--- config.mk ---
export PLATFORM = sky130hd
export DESIGN_NAME = cpu_sequencer
export DESIGN_NICKNAME = d
export VERILOG_FILES = /design/src/rtl/cpu_sequencer.sv
export SDC_FILE = /design/constraint.sdc
export NUM_CORES = 1
export LEC_CHECK = 0
export ABC_AREA = 1
export CAP_MARGIN = 0
export CELL_PAD_IN_SITES_DETAIL_PLACEMENT = 0
export CELL_PAD_IN_SITES_GLOBAL_PLACEMENT = 1
export CORE_ASPECT_RATIO = 1.5
export CORE_UTILIZATION = 29
export DETAILED_ROUTE_END_ITERATION = 7
export PLACE_DENSITY = 0.86
export SYNTH_ARGS = -nofsm -noshare
export SYNTH_HDL_FRONTEND = slang
export SYNTH_SLANG_ARGS = --single-unit
--- constraint.sdc ---
create_clock -name clk -period 1.1 [get_ports clk]
set_input_delay 0.11 -clock clk [delete_from_list [all_inputs] [get_ports clk]]
set_output_delay 0.11 -clock clk [all_outputs]
set_load 0.02 [all_outputs]
--- src/rtl/cpu_sequencer.sv ---
`default_nettype none
// ============================================================================
// Module   : cpu_sequencer
// Purpose  : Multi-cycle fetch/decode/execute/writeback controller for the
//            8-bit core. Fetches 16-bit instructions over a req/ack handshake,
//            presents the opcode to the decoder ROM, latches its ALU control
//            and load-immediate flag, and drives regfile/ALU/writeback control.
// Revision : 1.0 - initial release
// ----------------------------------------------------------------------------
// Ports
//   clk           in   1     clock, rising edge
//   rst_n         in   1     asynchronous active-low reset
//   run           in   1     1 = free-run, 0 = stop after current instruction
//   step          in   1     in IDLE: execute exactly one instruction
//   imem_req      out  1     fetch request (high for the whole FETCH state)
//   imem_addr     out  PC_W  fetch address (= pc)
//   imem_ack      in   1     fetch complete, imem_data valid this cycle
//   imem_data     in   16    instruction {op, rd, ra, rb} / {op, rd, imm}
//   dec_opcode    out  4     opcode to decoder ROM (from IR)
//   dec_alu_flags in   8     decoder ROM ALU control
//   dec_ldi       in   1     decoder ROM load-immediate flag
//   alu_flags     out  8     registered ALU control
//   rf_ra/rf_rb   out  4     regfile read addresses
//   rf_we         out  1     regfile write enable (one-cycle pulse in WB)
//   rf_wa         out  4     regfile write address
//   wb_sel_imm    out  1     1 = write imm, 0 = write ALU result
//   imm           out  8     immediate = IR[7:0]
//   pc            out  PC_W  current program counter
//   busy          out  1     high in every state except IDLE
// ============================================================================
module cpu_sequencer #(
   parameter int PC_W = 8
) (
   input  logic            clk,
   input  logic            rst_n,
   input  logic            run,
   input  logic            step,
   output logic            imem_req,
   output logic [PC_W-1:0] imem_addr,
   input  logic            imem_ack,
   input  logic [15:0]     imem_data,
   output logic [3:0]      dec_opcode,
   input  logic [7:0]      dec_alu_flags,
   input  logic            dec_ldi,
   output logic [7:0]      alu_flags,
   output logic [3:0]      rf_ra,
   output logic [3:0]      rf_rb,
   output logic            rf_we,
   output logic [3:0]      rf_wa,
   output logic            wb_sel_imm,
   output logic [7:0]      imm,
   output logic [PC_W-1:0] pc,
   output logic            busy
);

   typedef enum logic [2:0] {
      S_IDLE   = 3'd0,
      S_FETCH  = 3'd1,
      S_DECODE = 3'd2,
      S_EXEC   = 3'd3,
      S_WB     = 3'd4
   } state_t;

   state_t          r_state;
   state_t          w_state_nxt;

   logic [PC_W-1:0] r_pc;
   logic [15:0]     r_ir;
   logic [7:0]      r_alu_flags;
   logic            r_ldi_q;
   logic [3:0]      r_ra;
   logic [3:0]      r_rb;
   logic [3:0]      r_wa;
   logic [7:0]      r_imm;
   logic            r_wb_sel_imm;

   // State register
   always_ff @(posedge clk or negedge rst_n) begin
      if (!rst_n) begin
         r_state <= S_IDLE;
      end else begin
         r_state <= w_state_nxt;
      end
   end

   // Next-state logic. run wins over step in IDLE; in WB only run decides
   // whether to continue, so a step arriving there is seen again in IDLE.
   always_comb begin
      w_state_nxt = r_state;
      case (r_state)
         S_IDLE:   if (run || step) w_state_nxt = S_FETCH;
         S_FETCH:  if (imem_ack)    w_state_nxt = S_DECODE;
         S_DECODE: w_state_nxt = S_EXEC;
         S_EXEC:   w_state_nxt = S_WB;
         S_WB:     w_state_nxt = run ? S_FETCH : S_IDLE;
         default:  w_state_nxt = S_IDLE;
      endcase
   end

   // Datapath registers, each loaded in the single state that owns it
   always_ff @(posedge clk or negedge rst_n) begin
      if (!rst_n) begin
         r_pc         <= '0;
         r_ir         <= '0;
         r_alu_flags  <= '0;
         r_ldi_q      <= 1'b0;
         r_ra         <= '0;
         r_rb         <= '0;
         r_wa         <= '0;
         r_imm        <= '0;
         r_wb_sel_imm <= 1'b0;
      end else begin
         if ((r_state == S_FETCH) && imem_ack) begin
            r_ir <= imem_data;
         end
         if (r_state == S_DECODE) begin
            r_alu_flags <= dec_alu_flags;
            r_ldi_q     <= dec_ldi;
            r_ra        <= r_ir[7:4];
            r_rb        <= r_ir[3:0];
            r_wa        <= r_ir[11:8];
            r_imm       <= r_ir[7:0];
         end
         if (r_state == S_EXEC) begin
            r_wb_sel_imm <= r_ldi_q;
         end
         if (r_state == S_WB) begin
            // Natural wrap modulo 2**PC_W
            r_pc <= r_pc + 1'b1;
         end
      end
   end

   // Handshake/strobe outputs decode straight from the state register so that
   // an asynchronous reset drops them in the same cycle.
   assign imem_req   = (r_state == S_FETCH);
   assign rf_we      = (r_state == S_WB);
   assign busy       = (r_state != S_IDLE);

   assign imem_addr  = r_pc;
   assign pc         = r_pc;
   assign dec_opcode = r_ir[15:12];
   assign alu_flags  = r_alu_flags;
   assign rf_ra      = r_ra;
   assign rf_rb      = r_rb;
   assign rf_wa      = r_wa;
   assign imm        = r_imm;
   assign wb_sel_imm = r_wb_sel_imm;

endmodule
`default_nettype wire

==> Yosys cells after proc, flatten, opt, wreduce, memory -nomap -nowiden <==
Cells that the tools add are included.
{ "totals": {"register_bits": 57, "wordCells": 26, "input_bits": 30, "output_inout_bits": 52} }
{ "classes": {"n_mux": 4, "n_reduce_logical": 5, "n_addsub": 1, "n_eq_ne": 6} }
{ "op_table": {"columns": ["op", "n"], "rows": [
  ["$pmux W3 S5", 1],
  ["$add A8 B1 Y8 const B", 1],
  ["$eq A3 B2 Y1 const B", 2],
  ["$mux W3", 2],
  ["$eq A3 B1 Y1 const B", 1],
  ["$eq A3 B3 Y1 const B", 1],
  ["$logic_not A3 Y1", 1],
  ["$reduce_bool A3 Y1", 1],
  ["$ne A2 B1 Y1 const B", 1],
  ["$ne A2 B2 Y1 const B", 1],
  ["$reduce_and A2 Y1", 1],
  ["$logic_and A1 B1 Y1", 1],
  ["$logic_or A1 B1 Y1", 1],
  ["$mux W1", 1]
]} }

==> Logic depth before layout (Yosys ltp) <==
{ "logic_depth": {"depth_word": 3, "depth_mapped": 8, "ltp_nobuf": 7} }

==> Worst setup path before layout <==
OpenSTA, ideal clock, no wires.
{ "synth_path": {"kind": "flip-flop to flip-flop", "startpoint": "register r_pc[1], in the netlist imem_addr[1]", "endpoint": "register r_pc[6], in the netlist imem_addr[6]", "path_slack_ps": -144, "setup_time_ps": 117, "synth_period_minus_slack_ps": 1244, "path_buffers": 0, "required_time_ps": 983, "stages_incl_launch_ff": 7, "arrival_time_ps": 1127, "path_cell_list": "dfrtp_1 -> ha_1 -> nand3_1 -> nor2_1 -> nand2_1 -> nand2_1 -> nand2_1"} }
{ "synth_between": {"elab_chain_cells": 1} }
{ "synth_rtl": {"columns": ["element", "line", "source"], "rows": [
  ["start: declaration", "67", "logic [PC_W-1:0] r_pc;"],
  ["start signal: assignment", "129", "r_pc <= r_pc + 1'b1;"],
  ["$add A8 B1 Y8", "129", null]
]} }
Every way passes these cells.
A chain may end at the register's enable or synchronous reset.

==> Worst setup path in the final report <==
{ "layout_path": {"startpoint": "register r_state[2]", "endpoint": "output imem_req"} }
{ "layout_between": {"elab_chain_cells": 1} }
{ "layout_rtl": {"columns": ["element", "line", "source"], "rows": [
  ["start: declaration", "64", "state_t r_state;"],
  ["start signal: assignment", "82", "r_state <= w_state_nxt;"],
  ["$eq A3 B1 Y1", "136", "assign imem_req = (r_state == S_FETCH);"],
  ["end: declaration", "38", "output logic imem_req,"]
]} }
Every way passes these cells.

==> flow_metrics.tcl <==
set metrics [dict create \
    drt_first_iter_violations 44 \
    io_buffers 81 \
    clockRootBuffer "clkbuf_8" \
    synth_cell_types 20 \
    grt_max_degree 50 \
    core_area_um2 7274 \
    nets 378 \
    vias_per_cell 4.275 \
    tightest_slew_ns 0.2673 \
    numCtsBuffers 5 \
    ys_warn_count 0 \
    status "finished, violations left" \
    place_area_um2 3124 \
    drt_first_pass_iters 4 \
    finalCritPeriodShare_pct 118.0 \
    p_int_uw 5909 \
    combPwrFrac_pct 53.5 \
    clock_latency_ns 0.31 \
    clkTransAtPathRegs_ns 0.10 \
    holdWs_ns 0.3091 \
    drv_cap 0 \
    grt_pass1_vias 1766 \
    slew_headroom_pct 82.18 \
    synth_top_area_share_pct 55.94 \
    syn-cell-area_um2 2192 \
    grt_usage_pct 14.12 \
    layout-drive-gt1-share_pct 44.54 \
    total_power_uw 10150 \
    leakagePower_uw 0.001794 \
    finalHoldViolations 0 \
    worst_ep_arrival_time_ns 1.19 \
    clock_tree.buffer_depth 2 \
    rsz0062_at_grt "true" \
    cp_max_fo 3 \
    die_x_um 72.99 \
    overflow 0 \
    vias 1915 \
    clock.fmax_ghz 0.7701 \
    clock-sinks 49 \
    post-place-ws_ns -0.3536 \
    drc 0 \
    power_density_nw_per_um2 2918 \
    setup_tns_ns -4.414 \
    start_kind "register" \
    diodes 0 \
    std_cell_rows 38 \
    synth-seq-cells 49 \
    pwr-share-clk_pct 15.3 \
    hp-class "in -> async" \
    setup_viol 46 \
    ir_worst_vdd_mv 1.477 \
    setup_slack_ns -0.1985 \
    die_h_um 108.5 \
    die_area_um2 7918 \
    wl_per_cell_um 12.30 \
    critical_path.endpoint_type "output port" \
    swShare_pct 41.81 \
    yosys-top-cells-area "dfrtp_1 (56%), nand2_1 (17%), nand3_1 (9.4%)" \
    min_period_ns 1.298 \
    path_class "reg -> out" \
    seq_power_share_pct 31.1 \
    synthesis.instances 251 \
    yosys.area.top_type "dfrtp_1" \
    fin_area_um2 3480 \
    power.net_switching_uw 4246 \
    start_util_pct 30.13 \
    syn_to_final_growth_pct 58.73 \
    antenna_found_initial 0 \
    syn-num-nets 282 \
    violations "negative setup slack" \
    cts_tree "built" \
    wl_um 5510 \
    final_antenna_net_count 0 \
    ctsHtreeMaxLevel 2 \
    dp_hpwl_um 3663 \
    ioPinCount 82 \
    yosysSeqAreaShare_pct 55.94 \
    avgSynthCellArea_um2 8.733 \
    slew_viol_final 0 \
    skew_ns 0.005078 \
    required_ns 0.99 \
    place_congestion 0.7583 \
    grt_pass1_wl_um 8583 \
]
-- cells in the mapped netlist --
library cell	n
nand2_1	98
dfrtp_1	49
nand3_1	41
buf_4	21
inv_1	8
nor2_1	7
buf_2	6
a21oi_1	3
xor2_1	3
clkbuf_1	2
inv_2	2
nand3b_1	2
o21ai_0	2
buf_6	1
ha_1	1
nand2_4	1
nand4_1	1
nor2_2	1
nor2_4	1
xnor2_1	1
-- layout make-up --
class / count / area, um^2
clock buffer: 5 / 68.82
clock inverter: 3 / 68.82
fill: 729 / 3795
inverter: 10 / 40.04
multi-input combinational: 163 / 939.7
sequential: 49 / 1232
tap: 100 / 125.1
timing repair buffer: 118 / 1005
-- power by group through the flow --
| stage | clock network [uW] | logic (uW) | registers [uW] |
|---|---|---|---|
| after floorplan | 0 | 2280 | 3540 |
| after global placement | 0 | 4570 | 3090 |
| after detailed placement | 0 | 4640 | 3120 |
| after CTS | 1600 | 4590 | 3110 |
| after global routing | 1660 | 5930 | 3270 |
| final | 1560 | 5440 | 3160 |
-- kinds of logic after synthesis --
family                     synth area share (%)
xor gates and xnor gates                  1.598
and+or+nand+nor                           29.62
buffers and inverters                     11.13
DFF                                       55.94
adders and majority gates                0.5707
AOI/OAI and AO/OA                         1.141
-- stage by stage --
step                      instances  util [%]
after floorplan                 251         -
after global placement          424     42.95
after detailed placement        424     42.95
after CTS                       436     45.75
after global routing            448     47.83
final                           448     47.83
-- layout by cell type, fill, tap and decap left out, types with 3 or more instances in the layout --
cell              n
inv_1             7
clkdlybuf4s15_2   4
buf_4            15
buf_2            43
dfrtp_1          44
nand3_1          38
clkbuf_8          5
nor2_4            5
clkbuf_2          3
xor2_1            3
dfrtp_2           5
a21oi_1           3
nor2_2            3
nand2_8           3
nand2_4           4
clkdlybuf4s50_1  28
buf_6            17
buf_12            4
nand2_2          31
nand2_1          62
-- worst paths after layout --
| path | startpoint | to | slack (ns) | cells past startpoint |
|---|---|---|---|---|
| setup / recovery | r_state[2]$_DFFE_PN0P_ | imem_req | -0.20 | 4 |
| hold / removal | rst_n | imem_addr[7]$_DFFE_PN0N_ | 0.31 | 3 |
| setup reg to reg | r_state[2]$_DFFE_PN0P_ | r_ir[0]$_DFFE_PN0P_ | -0.12 | 7 |
| hold reg to reg | r_ir[8]$_DFFE_PN0P_ | r_ir[8]$_DFFE_PN0P_ | 0.48 | 2 |
| max in group asynchronous | rst_n | r_state[1]$_DFFE_PN0P_ | 0.55 | 3 |
| min in group clk | imem_data[9] | r_ir[9]$_DFFE_PN0P_ | 0.35 | 3 |
-- sequential cells by signal (all words and copies together) (netlist names) --
signal,count
r_state,3
wb_sel_imm,1
rf_ra,4
imem_addr,8
rf_wa,4
r_ldi_q,1
r_ir,16
imm,1
rf_rb,3
alu_flags,8
-- worst max-delay path: stages (launching register included) --
cell and delay [ns]:
dfrtp_2 0.47, nor2_4 0.15, nand2_2 0.08, inv_4 0.08, buf_6 0.11
-- what timing repair did --
action,in CTS,in global routing
endpoints found under the setup margin,97,77
endpoints found under the hold margin,49,0
buffers inserted,3,11
pin swaps,6,12
resized for setup,196,97
gates cloned,0,3
hold buffers,1,0
-- layer usage --
metal | part of all wire (%) | routed length, um | vias up | GRT usage, %
li1 | - | - | 969 | -
met1 | 41 | 2247 | 888 | 16.39
met2 | 54 | 2978 | 51 | 25.46
met3 | 3.6 | 198 | 7 | 2.516
met4 | 1.6 | 86 | 0 | 5.042
met5 | 0 | 0 | - | 0
No activity file was read; power rests on OpenSTA's default activity.
